$ cat src/rtl/seg_scan_driver.sv
// Four-digit time-multiplexed scan driver feeding a seven-segment decoder.
// Latency: outputs are registered one cycle after the slot/commit decision.
// Backpressure: none; load is always accepted, the last load before a frame boundary wins.
module seg_scan_driver #(
    parameter int unsigned PRESCALE = 50000
) (
    input  logic        clk,
    input  logic        reset,
    input  logic [15:0] value,
    input  logic        load,
    input  logic        blank_lz,
    output logic        x0,
    output logic        x1,
    output logic        x2,
    output logic        x3,
    output logic [3:0]  an,
    output logic        frame
);

    localparam logic [19:0] CNT_MAX = 20'(PRESCALE - 1);

    logic [19:0] r_cnt;
    logic [1:0]  r_idx;
    logic [15:0] r_pend;
    logic        r_pv;
    logic [15:0] r_disp;

    logic        w_tick;
    logic        w_boundary;
    logic [1:0]  w_idx_nxt;
    logic [15:0] w_pend_nxt;
    logic        w_pv_nxt;
    logic [15:0] w_disp_nxt;
    logic [1:0]  w_msd;
    logic [3:0]  w_nib;
    logic [3:0]  w_an;

    assign w_tick     = (r_cnt == CNT_MAX);
    assign w_boundary = w_tick && (r_idx == 2'd3);
    assign w_idx_nxt  = w_tick ? r_idx + 2'd1 : r_idx;

    // Pending/display commit: loads park in pend, frame boundary moves them to disp.
    // A load landing on the boundary itself bypasses pend so the freshest value wins.
    always_comb begin
        w_pend_nxt = r_pend;
        w_pv_nxt   = r_pv;
        w_disp_nxt = r_disp;
        if (load) begin
            w_pend_nxt = value;
            w_pv_nxt   = 1'b1;
        end
        if (w_boundary) begin
            if (load) begin
                w_disp_nxt = value;
                w_pv_nxt   = 1'b0;
            end else if (r_pv) begin
                w_disp_nxt = r_pend;
                w_pv_nxt   = 1'b0;
            end
        end
    end

    // Most significant nonzero digit of the value about to be shown (0 when all zero).
    always_comb begin
        w_msd = 2'd0;
        for (int i = 1; i < 4; i++) begin
            if (w_disp_nxt[4*i +: 4] != 4'h0) begin
                w_msd = 2'(i);
            end
        end
    end

    // Output decode from next-state slot and display value, so nibble and anode move together.
    always_comb begin
        w_nib = w_disp_nxt[{w_idx_nxt, 2'b00} +: 4];
        if (blank_lz && (w_idx_nxt > w_msd)) begin
            w_an = 4'b1111;
        end else begin
            w_an = ~(4'b0001 << w_idx_nxt);
        end
    end

    // State and output registers.
    always_ff @(posedge clk) begin
        if (reset) begin
            r_cnt  <= 20'd0;
            r_idx  <= 2'd0;
            r_pend <= 16'h0000;
            r_pv   <= 1'b0;
            r_disp <= 16'h0000;
            x0     <= 1'b0;
            x1     <= 1'b0;
            x2     <= 1'b0;
            x3     <= 1'b0;
            an     <= 4'b1111;
            frame  <= 1'b0;
        end else begin
            r_cnt  <= w_tick ? 20'd0 : r_cnt + 20'd1;
            r_idx  <= w_idx_nxt;
            r_pend <= w_pend_nxt;
            r_pv   <= w_pv_nxt;
            r_disp <= w_disp_nxt;
            x0     <= w_nib[3];
            x1     <= w_nib[2];
            x2     <= w_nib[1];
            x3     <= w_nib[0];
            an     <= w_an;
            frame  <= w_boundary;
        end
    end

endmodule

$ cat config.mk
export PLATFORM = sky130hd
export DESIGN_NAME = seg_scan_driver
export DESIGN_NICKNAME = d
export VERILOG_FILES = /design/src/rtl/seg_scan_driver.sv
export SDC_FILE = /design/constraint.sdc
export NUM_CORES = 1
export LEC_CHECK = 0
export ABC_AREA = 0
export CAP_MARGIN = 20
export CORE_MARGIN = 5
export CORE_UTILIZATION = 56
export CTS_CLUSTER_DIAMETER = 120
export DETAILED_ROUTE_END_ITERATION = 10
export GPL_ROUTABILITY_DRIVEN = 1
export HOLD_SLACK_MARGIN = 0.12
export PLACE_DENSITY = 0.79
export SLEW_MARGIN = 20
export SYNTH_ARGS = -nofsm -noshare
export SYNTH_HDL_FRONTEND = slang
export SYNTH_SLANG_ARGS = --single-unit
$ cat constraint.sdc
create_clock -name clk -period 3.25 [get_ports clk]
set_input_delay 0.8125 -clock clk [delete_from_list [all_inputs] [get_ports clk]]
set_output_delay 0.8125 -clock clk [all_outputs]
set_load 0.005 [all_outputs]
# Word-level counts from Yosys, hierarchy flattened
# Cells that the tools add are included.
# W data, S select, Z words.
# op_classes
addsub	2
magnitude_cmp	1
n_eq_ne	2
shift	2
muxes	11
bitwise_logic	1
reduce_logical	7
# ops
cell	n
$mux W16	3
$add A20 B1 Y20 const B	1
$eq A20 B16 Y1 const B	1
$shiftx A16 B5 Y4	1
$reduce_bool A4 Y1	3
$mux W2	3
$mux W1	5
$not A4 Y4	1
$reduce_or A2 Y1	2
$shl A1 B2 Y4 const A	1
$add A2 B1 Y2 const B	1
$eq A2 B2 Y1 const B	1
$gt A2 B2 Y1	1
$logic_and A1 B1 Y1	2
# totals
ff_bits	64
out_inout_bits	9

# Logic depth before layout (Yosys ltp)
# Gate-level depths: netlist (run 1).
# logic_depth
ltp_word	10
depth_mapped	16
ltp_nobuf	14

# Worst setup path before layout (run 1)
# Ideal clock, no wire load.
# synth_timing
path_type	register to register
startpoint	reg r_cnt[4]
endpoint	reg an[3]
setup_ns	0.123
arrival_time_ns	2.852
setup_slack_ns	0.274
path_stages_with_launch	14
n_path_buf	0
synth_period_minus_slack_ns	2.976
path_cell_list	dfxtp_1 > or4_4 > nor3_4 > nand4_2 > o22ai_1 > a21oi_1 > or4_1 > o21bai_1 > ha_1 > nand2_1 > nand2_1 > o21bai_1 > nor2_1 > nand2_1
# synth_via
elab_chain_cells	10
word_cells_on_any_way	15
cone_classes	order compare: 1; eq/ne: 1; shift: 1; mux: 5; bitwise: 1; reduce/logical: 6
# synth_lines
item	line_no	rtl
start: declaration	22	logic [19:0] r_cnt;
start signal: assignment	98	r_cnt <= w_tick ? 20'd0 : r_cnt + 20'd1;
$eq A20 B16 Y1 *	38	assign w_tick = (r_cnt == CNT_MAX);
$logic_and A1 B1 Y1	39	assign w_boundary = w_tick && (r_idx == 2'd3);
$mux W16	52	if (w_boundary) begin
$reduce_bool A4 Y1	67	if (w_disp_nxt[4*i +: 4] != 4'h0) begin
$mux W1	67	
$mux W2 (2 in a row)	67	
$gt A2 B2 Y1	76	if (blank_lz && (w_idx_nxt > w_msd)) begin
$logic_and A1 B1 Y1	76	
$reduce_or A2 Y1 (no line)	n/a	
end signal: assignment	107	an <= w_an;
end: declaration	16	output logic [3:0] an,
# Mark *: on every way between the ends. The rest lies on a longest branch, timed or not.
# A chain may end at the register's enable or synchronous reset.

# Final worst setup path (run 1)
# layout_timing
startpoint	reg r_cnt[18]
endpoint	reg an[2]
# The elaborated chain is that of the path after synthesis.

==> results of run 1 <==
## worst max path at each step
| stage | startpoint | to | slack, ns | cells after the start |
|---|---|---|---|---|
| finish | r_cnt[18] | an[2] | -0.05 | 13 |
| global placement | load | an[3] | -0.1 | 12 |
| CTS | r_cnt[5] | an[2] | 0.01 | 13 |
| global route | r_cnt[18] | an[2] | -0.22 | 14 |
| detailed placement | load | an[2] | -0.17 | 12 |
| floorplan | r_cnt[4] | an[3] | 0.27 | 13 |
## critical path: cells and delay by family (launching register included)
kind	cells	cell delay, ns
simple gates	7	1.98
compound gates	4	0.43
flops	1	0.32
fa+ha+maj	1	0.26
buf+inv	1	0.19
## state kept, by name, summed over array words and instances, names as in the netlist
register and cells:
r_cnt 20, r_disp 16, r_pend 16, an 4, r_idx 2, frame 1, r_pv 1, x0 1
x1 1, x2 1, x3 1
## layout make-up
cell class / instances / area [sq um]
clock buffer: 13 / 149
clock inverter: 3 / 17.5
fill: 325 / 1050
inverter: 6 / 22.5
multi-input combinational: 218 / 1540
sequential: 64 / 1280
tap: 67 / 83.8
timing repair buffer: 68 / 613
## layout by cell type (no fill, tap or decap), types with 16 or more instances in the layout
cell type	n
mux2i_1	17
nor2b_1	16
clkdlybuf4s50_1	28
buf_4	36
dfxtp_1	63
nor2_1	51
a21oi_1	17
o22ai_1	21
## power groups by stage
stage	logic (mW)	registers (mW)	clock network, mW
after global placement	0.0964	0.828	0
after floorplan	0.0574	0.825	0
final	0.109	0.813	0.600
after detailed placement	0.0992	0.828	0
after CTS	0.101	0.811	0.602
after global routing	0.118	0.814	0.646
## timing repair
action	CTS	global route
setup buffers	0	7
endpoints found under the setup margin	4	4
resized for setup	5	23
pin swaps	1	16
## cell families after synthesis
family,Yosys count,share of synthesized area
AND/OR/NAND/NOR,113,0.211
XOR/XNOR,17,0.0565
buffers and inverters,21,0.0357
adder cells (fa/ha/maj),4,0.0181
multiplexers,17,0.0615
flip-flops,64,0.463
AO/OA/AOI/OAI,67,0.154
## per-layer routing
layer	wire, microns	GRT usage	vias up
met5	0	0	-
met4	168	0.0997	0
met3	474	0.0527	17
met2	3710	0.372	92
met1	2900	0.266	1194
li1	-	-	1210
## per-stage QoR
step / cell area, sq um / power [mW]
after global routing: 3700 / 1.58
after floorplan: 2770 / 0.882
after global placement: 3310 / 0.924
after CTS: 3510 / 1.51
final: 3700 / 1.52
after detailed placement: 3310 / 0.928
==> results_dict.tcl, run 1 <==
set metrics [dict create \
    outcome "finished with violations" \
    failed_checks "setup timing" \
    setup_violations 4 \
    place_ws_ns -0.173 \
    root_buffer "clkbuf_8" \
    io_pins 29 \
    cap_violations 0 \
    core_sq_mm 0.00475 \
    yosys_register_bits 64 \
    ant_nets 0 \
    synth-main-ff-cell "dfxtp_1" \
    rsz0062_at_grt "true" \
    p_int_mw 1.15 \
    grt_max_degree 42 \
    finalNetCount 391 \
    io_buffers 28 \
    grt_util_all_layers 0.221 \
    antenna_found_initial 0 \
    drc 0 \
    min_path_cells 1 \
    drt_iter0_drc 207 \
    synth_top_area_cell "dfxtp_1" \
    cts_sinks 64 \
    yosysTopAreaCellShare 0.463 \
    cpMaxStageDelayCell "or4_4" \
    setup.worst_path.end_class "flip-flop" \
    final_max_slew_viol_count 0 \
    numCtsBuffers 9 \
    insertion_delay_ns 0.35 \
    r2r_start "r_cnt[18]" \
    power_frac_comb 0.072 \
    layout_min_cycle_time_ns 3.30 \
    whs_ns 0.442 \
    setup_tns_ns -0.134 \
    die_h_microns 80.3 \
    crit_top_cell "or4_4" \
    fin_cells 439 \
    grt_pass1_wl_microns 10900 \
    async_flop_share 0 \
    syn_inst 303 \
    ys_types 37 \
    post-route-util 0.779 \
    p_leak_nw 1.46 \
    netlist_area_sq_mm 0.00277 \
    dp_cells 416 \
    areaGrowthSynthToFinish_pct 33.9 \
    dieArea_sq_mm 0.00645 \
    via_per_inst 5.72 \
    ir_drop_mv 0.261 \
    cts_tree "yes" \
    gp_congestion 0.851 \
    synthTopCellsByCount "64 x dfxtp_1, 52 x nor2_1, 28 x o22ai_1, 23 x a21oi_1, 17 x mux2i_1" \
    min_from "r_cnt[0]" \
    cp-start-kind "flip-flop" \
    worst_pin_slew_ns 0.419 \
    cts_hold_buf 0 \
    ys_seq_area_frac 0.463 \
    htree_levels 3 \
    finClkSkew_ns 0.00566 \
    path_class "reg -> reg" \
    max_freq_mhz 303 \
    worstPathCellList "or4_4 -> nor3_4 -> nand4_4 -> buf_6 -> o22ai_2 -> a21oi_1 -> or4_4 -> nor2_2 -> ha_1 -> a21oi_2 -> o21bai_1 -> nor2_1 -> nand2_1" \
    min_to "r_cnt[0]" \
    insertedDiodeCount 0 \
    wl_per_cell_microns 16.5 \
    power.share.sequential 0.534 \
    num_vias 2513 \
    dp_hpwl_microns 4600 \
    yosysMostFrequentCell "dfxtp_1" \
    r2r_cells 13 \
    clk_pin_slew_ns 0.07 \
    min_period_over_period 1.01 \
    grt-ovfl-total 0 \
    p_sw_mw 0.369 \
    timing.slew.headroom 0.720 \
    synth_edf_count 0 \
    power_density_mw_per_mm2 411 \
    dr.pass1.iters 4 \
    syn_nets 327 \
    die_x_microns 80.3 \
    cts_buffer_depth 2 \
    critPathRequiredTime_ns 3.48 \
    initial_core_util 0.582 \
    critical_path.max_stage_delay_ns 0.58 \
    swShare 0.242 \
    drive_gt1_frac 0.228 \
    setup_slack_ns -0.0457 \
    finalHoldViolations 0 \
    worst_hold_path_type "reg -> reg" \
    path_max_fanout 9 \
    p_clk_frac 0.395 \
    row_count 25 \
    ys_top_cells_by_area "dfxtp_1 46%, nor2_1 7.1%, o22ai_1 6.3%" \
    yosys_warnings 0 \
    r2r-end "an[2]" \
    grt_pass1_vias 2344 \
    wl_microns 7250 \
    synth.avg_cell_area_sq_um 9.13 \
    arrival_ns 3.52 \
    r2r_setup_slack_ns -0.05 \
]
Note: power is estimated with default switching activity, not from simulation.
==> run 2: changes to the inputs <==
Settings changed: MAX_ROUTING_LAYER set to met4.
==> results_dict.tcl, run 2 (synthesis gave the netlist of run 1 again) <==
set metrics [dict create \
    gp_congestion 0.864 \
    io_pins 29 \
    failed_checks "setup timing" \
    fillCellCount 325 \
    whs_ns 0.442 \
    regArea_sq_mm 0.00128 \
    grt_max_degree 42 \
    cts_tree "yes" \
    cts_sinks 64 \
    row_count 25 \
    reg_top3 "r_cnt: 20 flops, r_disp: 16 flops, r_pend: 16 flops" \
    rsz0062_at_grt "true" \
    root_buffer "clkbuf_8" \
    drive_gt1_frac 0.228 \
    worst_hold_path_type "reg -> reg" \
    grt_pass1_vias 2351 \
    die_h_microns 80.3 \
    placed_cell_area_sq_mm 0.00331 \
    fin_area_sq_mm 0.00370 \
    finClkSkew_ns 0.00609 \
    largest_reg_flops 20 \
    num_vias 2524 \
    numCtsBuffers 9 \
    core_sq_mm 0.00475 \
    areaGrowthSynthToFinish_pct 33.9 \
    insertion_delay_ns 0.35 \
    via_per_inst 5.75 \
    drt_iter0_drc 228 \
    layout_min_cycle_time_ns 3.30 \
    final_common_cell "dfxtp_1" \
    r2r-end "an[2]" \
    ir_drop_mv 0.262 \
    setup_slack_ns -0.0459 \
    finalHoldViolations 0 \
    arrival_ns 3.52 \
    grt_pass1_wl_microns 10900 \
    setup.worst_path.end_class "flip-flop" \
    path_max_fanout 9 \
    final_max_slew_viol_count 0 \
    cts_buffer_depth 2 \
    grt_util_all_layers 0.227 \
    min_to "r_cnt[0]" \
    antenna_found_initial 0 \
    setup_violations 4 \
    ant_nets 0 \
    largest_register "r_cnt" \
    htree_levels 3 \
    power_density_mw_per_mm2 411 \
    outcome "finished with violations" \
    min_path_cells 1 \
    dieArea_sq_mm 0.00645 \
    wl_per_cell_microns 16.7 \
    grt-ovfl-total 0 \
    wl_microns 7320 \
    r2r_setup_slack_ns -0.05 \
    critPathRequiredTime_ns 3.48 \
    r2r_cells 13 \
    cap_violations 0 \
    r2r_start "r_cnt[18]" \
    worst_pin_slew_ns 0.419 \
    dr.pass1.iters 5 \
    multi_input_area_sq_mm 0.00154 \
    setup_tns_ns -0.136 \
    cp-start-kind "flip-flop" \
    path_class "reg -> reg" \
    min_from "r_cnt[0]" \
    min_period_over_period 1.01 \
    clk_pin_slew_ns 0.07 \
    initial_core_util 0.582 \
    p_leak_nw 1.46 \
    timing.slew.headroom 0.721 \
    max_freq_mhz 303 \
    io_buffers 28 \
    drc 0 \
    cts_hold_buf 0 \
    dp_hpwl_microns 4600 \
    die_x_microns 80.3 \
    finalNetCount 391 \
    final_cell_mix "63 x dfxtp_1, 51 x nor2_1, 36 x buf_4" \
    insertedDiodeCount 0 \
]
run 2: how the worst max path moves through the flow:
stage          depth (start not counted)  endpoint       from  slack (ns)
2_1_floorplan                         13     an[3]   r_cnt[4]        0.27
3_3_place_gp                          12     an[3]       load        -0.1
3_5_place_dp                          12     an[2]       load       -0.17
4_1_cts                               13     an[2]   r_cnt[5]        0.01
5_1_grt                               14     an[2]  r_cnt[18]       -0.22
6_report                              13     an[2]  r_cnt[18]       -0.05
run 2: timing repair:
action | 4_1_cts | 5_1_grt
pin swaps | 1 | 16
setup endpoints to repair | 4 | 4
gates resized for setup | 5 | 23
setup buffers | 0 | 7
run 2: critical path: stages (launching register included):
cell,delay [ns]
dfxtp_2,0.32
or4_4,0.56
nor3_4,0.32
nand4_4,0.19
buf_6,0.19
o22ai_2,0.12
a21oi_1,0.08
or4_4,0.58
nor2_2,0.11
ha_1,0.26
a21oi_2,0.13
o21bai_1,0.10
nor2_1,0.14
nand2_1,0.07
run 2: layout make-up:
| class | count | share of cell area |
|---|---|---|
| clock buffers | 13 | 0.0402 |
| clock inverters | 3 | 0.00473 |
| inverters | 6 | 0.00608 |
| multi-input cells | 218 | 0.415 |
| flip-flops and latches | 64 | 0.346 |
| well taps | 67 | 0.0226 |
| repair buffers | 68 | 0.165 |
run 2: routing by layer:
| metal | up-vias | part of all wire | global-route usage |
|---|---|---|---|
| met2 | 98 | 0.50 | 0.372 |
| li1 | 1204 | - | - |
| met1 | 1199 | 0.41 | 0.266 |
| met5 | - | 0 | - |
| met4 | 0 | 0.027 | 0.0946 |
| met3 | 23 | 0.061 | 0.0561 |
run 2: power by group:
group / internal (mW) / switching, mW
clock network: 0.296 / 0.305
logic: 0.0565 / 0.0525
registers: 0.801 / 0.0120
total: 1.15 / 0.370
run 2: stage by stage:
step	worst slack, ns	utilization	power [mW]	cells
2_1_floorplan	0.274	-	0.882	303
3_3_place_gp	-0.0967	0.697	0.924	416
3_5_place_dp	-0.173	0.697	0.928	416
4_1_cts	0.0115	0.739	1.51	432
5_1_grt	-0.218	0.779	1.58	439
6_report	-0.0459	0.779	1.52	439
